**src/rtl/reset_sequencer.sv**
```systemverilog
// Staged reset controller: async-assert/sync-release of rst, PLL lock
// filtering, reset stretch, soft reset and ordered per-domain release.
module reset_sequencer #(
    parameter int SYNC_STAGES    = 2,
    parameter int NUM_OUT        = 3,
    parameter int LOCK_FILTER    = 4,
    parameter int STRETCH_CYCLES = 16,
    parameter int STAGE_GAP      = 8
) (
    input  logic               clk,
    input  logic               rst,
    input  logic               pll_locked,
    input  logic               soft_rst_req,
    output logic [NUM_OUT-1:0] rst_out,
    output logic               done,
    output logic [1:0]         cause
);

    localparam int FW = $clog2(LOCK_FILTER + 1);
    localparam int SW = $clog2(STRETCH_CYCLES + 1);
    localparam int GW = $clog2(STAGE_GAP + 1);

    localparam logic [2:0] HOLD      = 3'd0;
    localparam logic [2:0] WAIT_LOCK = 3'd1;
    localparam logic [2:0] STRETCH   = 3'd2;
    localparam logic [2:0] RELEASE   = 3'd3;
    localparam logic [2:0] RUN       = 3'd4;

    localparam logic [1:0] CAUSE_EXT  = 2'd0;
    localparam logic [1:0] CAUSE_LOCK = 2'd1;
    localparam logic [1:0] CAUSE_SOFT = 2'd2;

    logic [SYNC_STAGES-1:0] rst_pipe;
    logic [SYNC_STAGES-1:0] lock_pipe;
    logic                   rst_sync;
    logic                   lock_s;

    logic [2:0]         state;
    logic [FW-1:0]      filt_cnt;
    logic [SW-1:0]      str_cnt;
    logic [GW-1:0]      gap_cnt;
    logic [NUM_OUT-1:0] rel_next;
    logic               lock_lost;
    logic               soft_hit;

    always_ff @(posedge clk or posedge rst) begin
        if (rst) begin
            rst_pipe  <= '1;
            lock_pipe <= '0;
        end else begin
            rst_pipe  <= {rst_pipe[SYNC_STAGES-2:0], 1'b0};
            lock_pipe <= {lock_pipe[SYNC_STAGES-2:0], pll_locked};
        end
    end

    assign rst_sync = rst_pipe[SYNC_STAGES-1];
    assign lock_s   = lock_pipe[SYNC_STAGES-1];

    // Shifting left drops the lowest still-asserted bit, so release
    // order is fixed and released bits can never come back one by one.
    assign rel_next = rst_out << 1;

    assign lock_lost = !lock_s &&
        (state == STRETCH || state == RELEASE || state == RUN);
    assign soft_hit = soft_rst_req &&
        (state == RELEASE || state == RUN);

    always_ff @(posedge clk or posedge rst) begin
        if (rst) begin
            state    <= HOLD;
            rst_out  <= '1;
            done     <= 1'b0;
            cause    <= CAUSE_EXT;
            filt_cnt <= '0;
            str_cnt  <= '0;
            gap_cnt  <= '0;
        end else if (lock_lost) begin
            state    <= WAIT_LOCK;
            rst_out  <= '1;
            done     <= 1'b0;
            cause    <= CAUSE_LOCK;
            filt_cnt <= '0;
        end else if (soft_hit) begin
            state   <= STRETCH;
            rst_out <= '1;
            done    <= 1'b0;
            cause   <= CAUSE_SOFT;
            str_cnt <= SW'(STRETCH_CYCLES - 1);
        end else begin
            case (state)
                HOLD: begin
                    if (!rst_sync) begin
                        state    <= WAIT_LOCK;
                        filt_cnt <= '0;
                    end
                end
                WAIT_LOCK: begin
                    if (!lock_s) begin
                        filt_cnt <= '0;
                    end else if (filt_cnt == FW'(LOCK_FILTER - 1)) begin
                        state   <= STRETCH;
                        str_cnt <= SW'(STRETCH_CYCLES - 1);
                    end else begin
                        filt_cnt <= filt_cnt + 1'b1;
                    end
                end
                STRETCH: begin
                    if (str_cnt == '0) begin
                        rst_out <= rel_next;
                        gap_cnt <= GW'(STAGE_GAP - 1);
                        if (rel_next == '0) begin
                            state <= RUN;
                            done  <= 1'b1;
                        end else begin
                            state <= RELEASE;
                        end
                    end else begin
                        str_cnt <= str_cnt - 1'b1;
                    end
                end
                RELEASE: begin
                    if (gap_cnt == '0) begin
                        rst_out <= rel_next;
                        gap_cnt <= GW'(STAGE_GAP - 1);
                        if (rel_next == '0) begin
                            state <= RUN;
                            done  <= 1'b1;
                        end
                    end else begin
                        gap_cnt <= gap_cnt - 1'b1;
                    end
                end
                RUN: ;
                default: state <= HOLD;
            endcase
        end
    end

endmodule

```
**config.mk**
```make
export PLATFORM = sky130hd
export DESIGN_NAME = reset_sequencer
export DESIGN_NICKNAME = d
export VERILOG_FILES = /design/src/rtl/reset_sequencer.sv
export SDC_FILE = /design/constraint.sdc
export NUM_CORES = 1
export LEC_CHECK = 0
export ABC_AREA = 1
export CAP_MARGIN = 20
export CORE_UTILIZATION = 50
export CTS_BUF_LIST = sky130_fd_sc_hd__clkbuf_4
export CTS_CLUSTER_SIZE = 16
export DETAILED_ROUTE_END_ITERATION = 16
export GPL_ROUTABILITY_DRIVEN = 0
export PLACE_DENSITY = 0.7
export SYNTH_ARGS = -nofsm -noshare
export SYNTH_HDL_FRONTEND = slang
export SYNTH_SLANG_ARGS = --single-unit
```
**constraint.sdc**
```tcl
create_clock -name clk -period 1.3 [get_ports clk]
set_input_delay 0.195 -clock clk [delete_from_list [all_inputs] [get_ports clk]]
set_output_delay 0.195 -clock clk [all_outputs]
set_load 0.05 [all_outputs]
```
# Word level (Yosys, flattened, before mapping)
# Cells that the tools add are included.
dict set report op_classes {
  addsub 3
  n_eq_ne 19
  bitwise 2
  reduce_logical 20
  mux 37
}
# op count
set ops {}
lappend ops {{3-bit 2-to-1 mux} 18}
lappend ops {{5-bit 2-to-1 mux} 4}
lappend ops {{4-bit inequality test (second input constant)} 4}
lappend ops {{3-bit inequality test (second input constant)} 5}
lappend ops {{3-bit case mux with 5 select lines} 1}
lappend ops {{4-bit by 3-bit inequality test with 1-bit output (second input constant)} 3}
lappend ops {{3-bit case mux with 2 select lines} 2}
lappend ops {{5-bit case mux with 2 select lines} 1}
lappend ops {{3-bit by 2-bit equality test with 1-bit output (second input constant)} 3}
lappend ops {{4-bit 2-to-1 mux} 2}
lappend ops {{4-bit case mux with 2 select lines} 1}
lappend ops {{4-bit AND reduction} 2}
lappend ops {{7-bit AND reduction} 1}
lappend ops {{3-bit logical NOT} 2}
lappend ops {{3-bit nonzero test} 2}
lappend ops {{5-bit logical NOT} 1}
lappend ops {{1-bit 2-to-1 mux} 5}
lappend ops {{5-bit AND reduction} 1}
lappend ops {{5-bit by 1-bit subtractor with 5-bit output (second input constant)} 1}
lappend ops {{4-bit logical NOT} 1}
lappend ops {{2-bit 2-to-1 mux} 2}
lappend ops {{2-bit nonzero test} 2}
lappend ops {{4-bit nonzero test} 1}
lappend ops {{4-bit by 1-bit subtractor with 4-bit output (second input constant)} 1}
lappend ops {{other kinds (11)} 15}
dict set report totals {
  register_bits 25
  in_bits 4
  output_inout_bits 6
  word_cells 90
}

# Longest topological paths before layout
dict set report logic_depth {
  ltp_word 6
  mapped_depth 11
  ltp_nobuf 11
}

# Worst setup path before layout
# No wires, ideal clock.
dict set report synth_timing {
  kind {reg2reg}
  startpoint {reg filt_cnt[0]}
  endpoint {reg str_cnt[0]}
  period_less_slack_ps 1385
  setup_ps 76
  t_arrival_ps 1309
  setup_slack_ps -85
  stages_incl_launch_ff 9
  path_buffers 0
  t_required_ps 1224
  path_cell_list {dfrtp_1 > ha_1 > ha_1 > or2_1 > nand2_2 > nor2_4 > nand2_2 > nand2_1 > o21ai_1}
}
dict set report synth_between {
  elab_chain_cells 3
}
# item line_no
set synth_rtl {}
lappend synth_rtl {{start, declared} 39} ;# logic [FW-1:0] filt_cnt;
lappend synth_rtl {{start signal, assigned} 104} ;# filt_cnt <= filt_cnt + 1'b1;
lappend synth_rtl {{3-bit by 2-bit equality test with 1-bit output} 100} ;# end else if (filt_cnt == FW'(LOCK_FILTER - 1)) begin
lappend synth_rtl {{3-bit inequality test (no source line)} --}
lappend synth_rtl {{5-bit AND reduction (no source line)} --}
lappend synth_rtl {{end signal, assigned} 88} ;# str_cnt <= SW'(STRETCH_CYCLES - 1);
lappend synth_rtl {{end signal, assigned} 102} ;# str_cnt <= SW'(STRETCH_CYCLES - 1);
lappend synth_rtl {{end signal, assigned} 118} ;# str_cnt <= str_cnt - 1'b1;
lappend synth_rtl {{end, declared} 40} ;# logic [SW-1:0] str_cnt;
# No other way between the ends.
# A chain may end at the register's enable or synchronous reset.

# Worst setup path after layout
dict set report layout_timing {
  startpoint {reg str_cnt[1]}
  endpoint {reg state[1]}
}
dict set report layout_between {
  elab_chain_cells 3
}
# item line_no
set layout_rtl {}
lappend layout_rtl {{5-bit logical NOT} 108} ;# if (str_cnt == '0) begin
lappend layout_rtl {{4-bit by 3-bit inequality test with 1-bit output (no source line)} --}
lappend layout_rtl {{7-bit AND reduction (no source line)} --}
lappend layout_rtl {{end signal, assigned} 112} ;# state <= RUN;
lappend layout_rtl {{end signal, assigned} 115} ;# state <= RELEASE;
lappend layout_rtl {{end signal, assigned} 126} ;# state <= RUN;
lappend layout_rtl {{end, declared} 38} ;# logic [2:0] state;
# No other way between the ends.

==> metrics.csv <==
metric;value;unit
cp_max_fo;4;
first_pass_iters;4;
ys_async_sr_fraction;1.00;
avgSynthCellArea;7.93;um^2
synth_area_leaders;dfrtp_1 (37%), nand2_1 (10%), dfstp_2 (9.7%), inv_1 (6.1%), nor2_1 (4.7%);
ctsLongestPathBuffers;2;
maxCapViolations;0;
io_pins;10;
peakVddDrop;0.00209;V
final_hold_viol_count;0;
die_area;2910;um^2
finalInstanceArea;2050;um^2
crit_required;1.53;ns
syn_area;1350;um^2
grt_overflow;0;
fillCellCount;161;
violations;negative setup slack;
leakage;1.01;nW
cpMostUsedCell;nand2_4;
die_w;53.9;um
wl_per_cell;13.0;um
area_delta_synth_final;52.4;%
antenna_left;0;
cp_data_arrival_time;1.67;ns
status;finished with violations;
crit_slowest_cell;dfrtp_1;
yosysTopAreaCell;dfrtp_1;
first_global_vias;1196;
grt_pass1_wl;4760;um
wirelength;3250;um
core;2520;um^2
antenna_found_initial;0;
yosys_warnings;0;
drive_gt1_frac;0.477;
critPathBufInv;2;
synth_edf_count;0;
netlist_instances;170;
setup_viol;20;
synth_seq_cells;25;
h-tree-depth;1;
worstPathCellList;inv_1 -> ha_2 -> nand3_4 -> nand2_4 -> nand2_4 -> inv_2 -> nand2_2 -> nand2_4 -> nand2_2 -> nand2_1 -> nand2_1;
die_y;53.9;um
grt_max_degree;26;
timing.final.ws_setup;-0.137;ns
cts-hold-fix-buffers;0;
p_total;5.73;mW
synth_fp_nets;178;
hpwl;2050;um
yosys.cell_types.count;26;
power_density;2790;nW/um^2
ys.flop_type;dfrtp_1;
yosysTopAreaCellShare;0.371;
insertion_delay;0.33;ns
critical-path-max-stage-delay;0.41;ns
grtUsageTotal;0.228;
ys_top_cells_by_count;nand2_1 (37), inv_1 (22), dfrtp_1 (20), nor2_1 (17), o21ai_0 (11);
start_kind;flip-flop;
yosysSeqAreaShare;0.469;
maxClockFrequency;696;MHz
yosysMostFrequentCell;nand2_1;
finalCritPeriodShare;1.11;
hold_class;in -> async;
n_antenna_cell;0;
crit_path_end_kind;flip-flop;
rsz0062_at_grt;true;
final_cells;250;
path_delay_family;simple AND/OR/NAND/NOR gates;
vias;1276;
drc_errors;0;
cts_tree;built;
cts.clk_slew.worst_paths;0.14;ns
fin_worst_skew;0.00648;ns
final_net_count;229;
criticalPathCategory;reg -> reg;
drtIter0Drc;46;
maxSlewViolCount;0;
post-route-min-period;1.44;ns
numCtsBuffers;3;
cts_sinks;25;
place_inst;234;
dp_worst_setup_slack;-0.160;ns
rows;18;
cts_root_buf;clkbuf_4;
port_buffers;9;
initial_core_util;0.534;
vias_per_cell;5.10;
hold_ws;0.175;ns
post_dp_cell_area;1760;um^2
[through the flow]
step | utilization | setup TNS [ns]
2_1_floorplan | - | -0.0109
3_3_place_gp | 0.696 | -1.25
3_5_place_dp | 0.696 | -1.86
4_1_cts | 0.763 | -1.18
5_1_grt | 0.814 | -3.29
6_report | 0.814 | -1.63
[registers in the layout, summed over array words and instances (netlist names)]
register   cells
lock_pipe      2
rst_pipe       2
done           1
state          3
filt_cnt       3
gap_cnt        4
str_cnt        5
cause          2
rst_out        3
[cell usage in the layout (no fill, tap or decap), types with 4 or more instances in the layout]
master,synthesis,layout
buf_4,0,34
nand2_1,37,30
inv_1,22,21
dfrtp_1,20,17
nor2_1,17,13
nand2_4,2,10
nand2_2,9,8
nor2_4,2,7
nand3_1,10,7
o21ai_1,6,7
buf_12,0,7
o21ai_2,0,5
o21ai_0,11,5
inv_2,5,4
a21oi_1,6,4
dfstp_2,5,4
[cell type report]
| type | count | area (um^2) | area share |
|---|---|---|---|
| Sequential cell | 25 | 639 | 0.311 |
| Multi-Input combinational cell | 117 | 783 | 0.381 |
| Inverter | 27 | 106 | 0.0518 |
| Clock buffer | 3 | 22.5 | 0.0110 |
| Clock inverter | 1 | 5.00 | 0.00244 |
| Timing Repair Buffer | 47 | 459 | 0.224 |
| Tap cell | 30 | 37.5 | 0.0183 |
[cells by family (layout without fill, tap and decap cells)]
| logic type | after synthesis | count (layout) | synth area share |
|---|---|---|---|
| buffers and inverters | 28 | 78 | 0.0808 |
| other | 1 | 1 | 0.00278 |
| DFF | 25 | 25 | 0.469 |
| xor gates and xnor gates | 1 | 1 | 0.00650 |
| and+or+nand+nor | 85 | 85 | 0.303 |
| AOI/OAI and AO/OA | 26 | 26 | 0.101 |
| adders and majority gates | 4 | 4 | 0.0371 |
[layer usage]
| metal | vias to the layer above | global-route usage | wire length [um] |
|---|---|---|---|
| met2 | 37 | 0.434 | 1780 |
| met5 | - | 0 | 0 |
| li1 | 630 | - | - |
| met3 | 8 | 0.0282 | 103 |
| met1 | 601 | 0.246 | 1300 |
| met4 | 0 | 0.101 | 71 |
[power by group]
group / total [mW] / switching (mW) / internal [mW] / leakage, nW
clock network: 0.359 / 0.244 / 0.116 / 0.0177
logic: 3.94 / 2.10 / 1.83 / 0.697
registers: 1.44 / 0.323 / 1.11 / 0.295
[timing repair]
item	4_1_cts	5_1_grt
hold endpoints to repair	0	0
setup buffers	7	5
setup endpoints to repair	22	23
pin swaps	8	7
resized for setup	27	23
[worst register-to-register path, stage by stage, from the launching register on]
cell	delay, ns
dfrtp_1	0.41
inv_1	0.08
ha_2	0.22
nand3_4	0.10
nand2_4	0.12
nand2_4	0.07
inv_2	0.05
nand2_2	0.05
nand2_4	0.08
nand2_2	0.05
nand2_1	0.05
nand2_1	0.06
[worst paths after layout]
path / to / slack (ns) / from / cells after the start
setup / recovery: state[1] / -0.14 / str_cnt[1] / 11
hold / removal: str_cnt[0] / 0.18 / rst / 3
setup reg to reg: state[1] / -0.14 / str_cnt[1] / 11
hold reg to reg: lock_pipe[1] / 0.37 / lock_pipe[0] / 0
max in group asynchronous: rst_out[1] / 0.89 / rst / 3
min in group clk: lock_pipe[0] / 0.29 / pll_locked / 1
(Power assumes the default switching activity.)
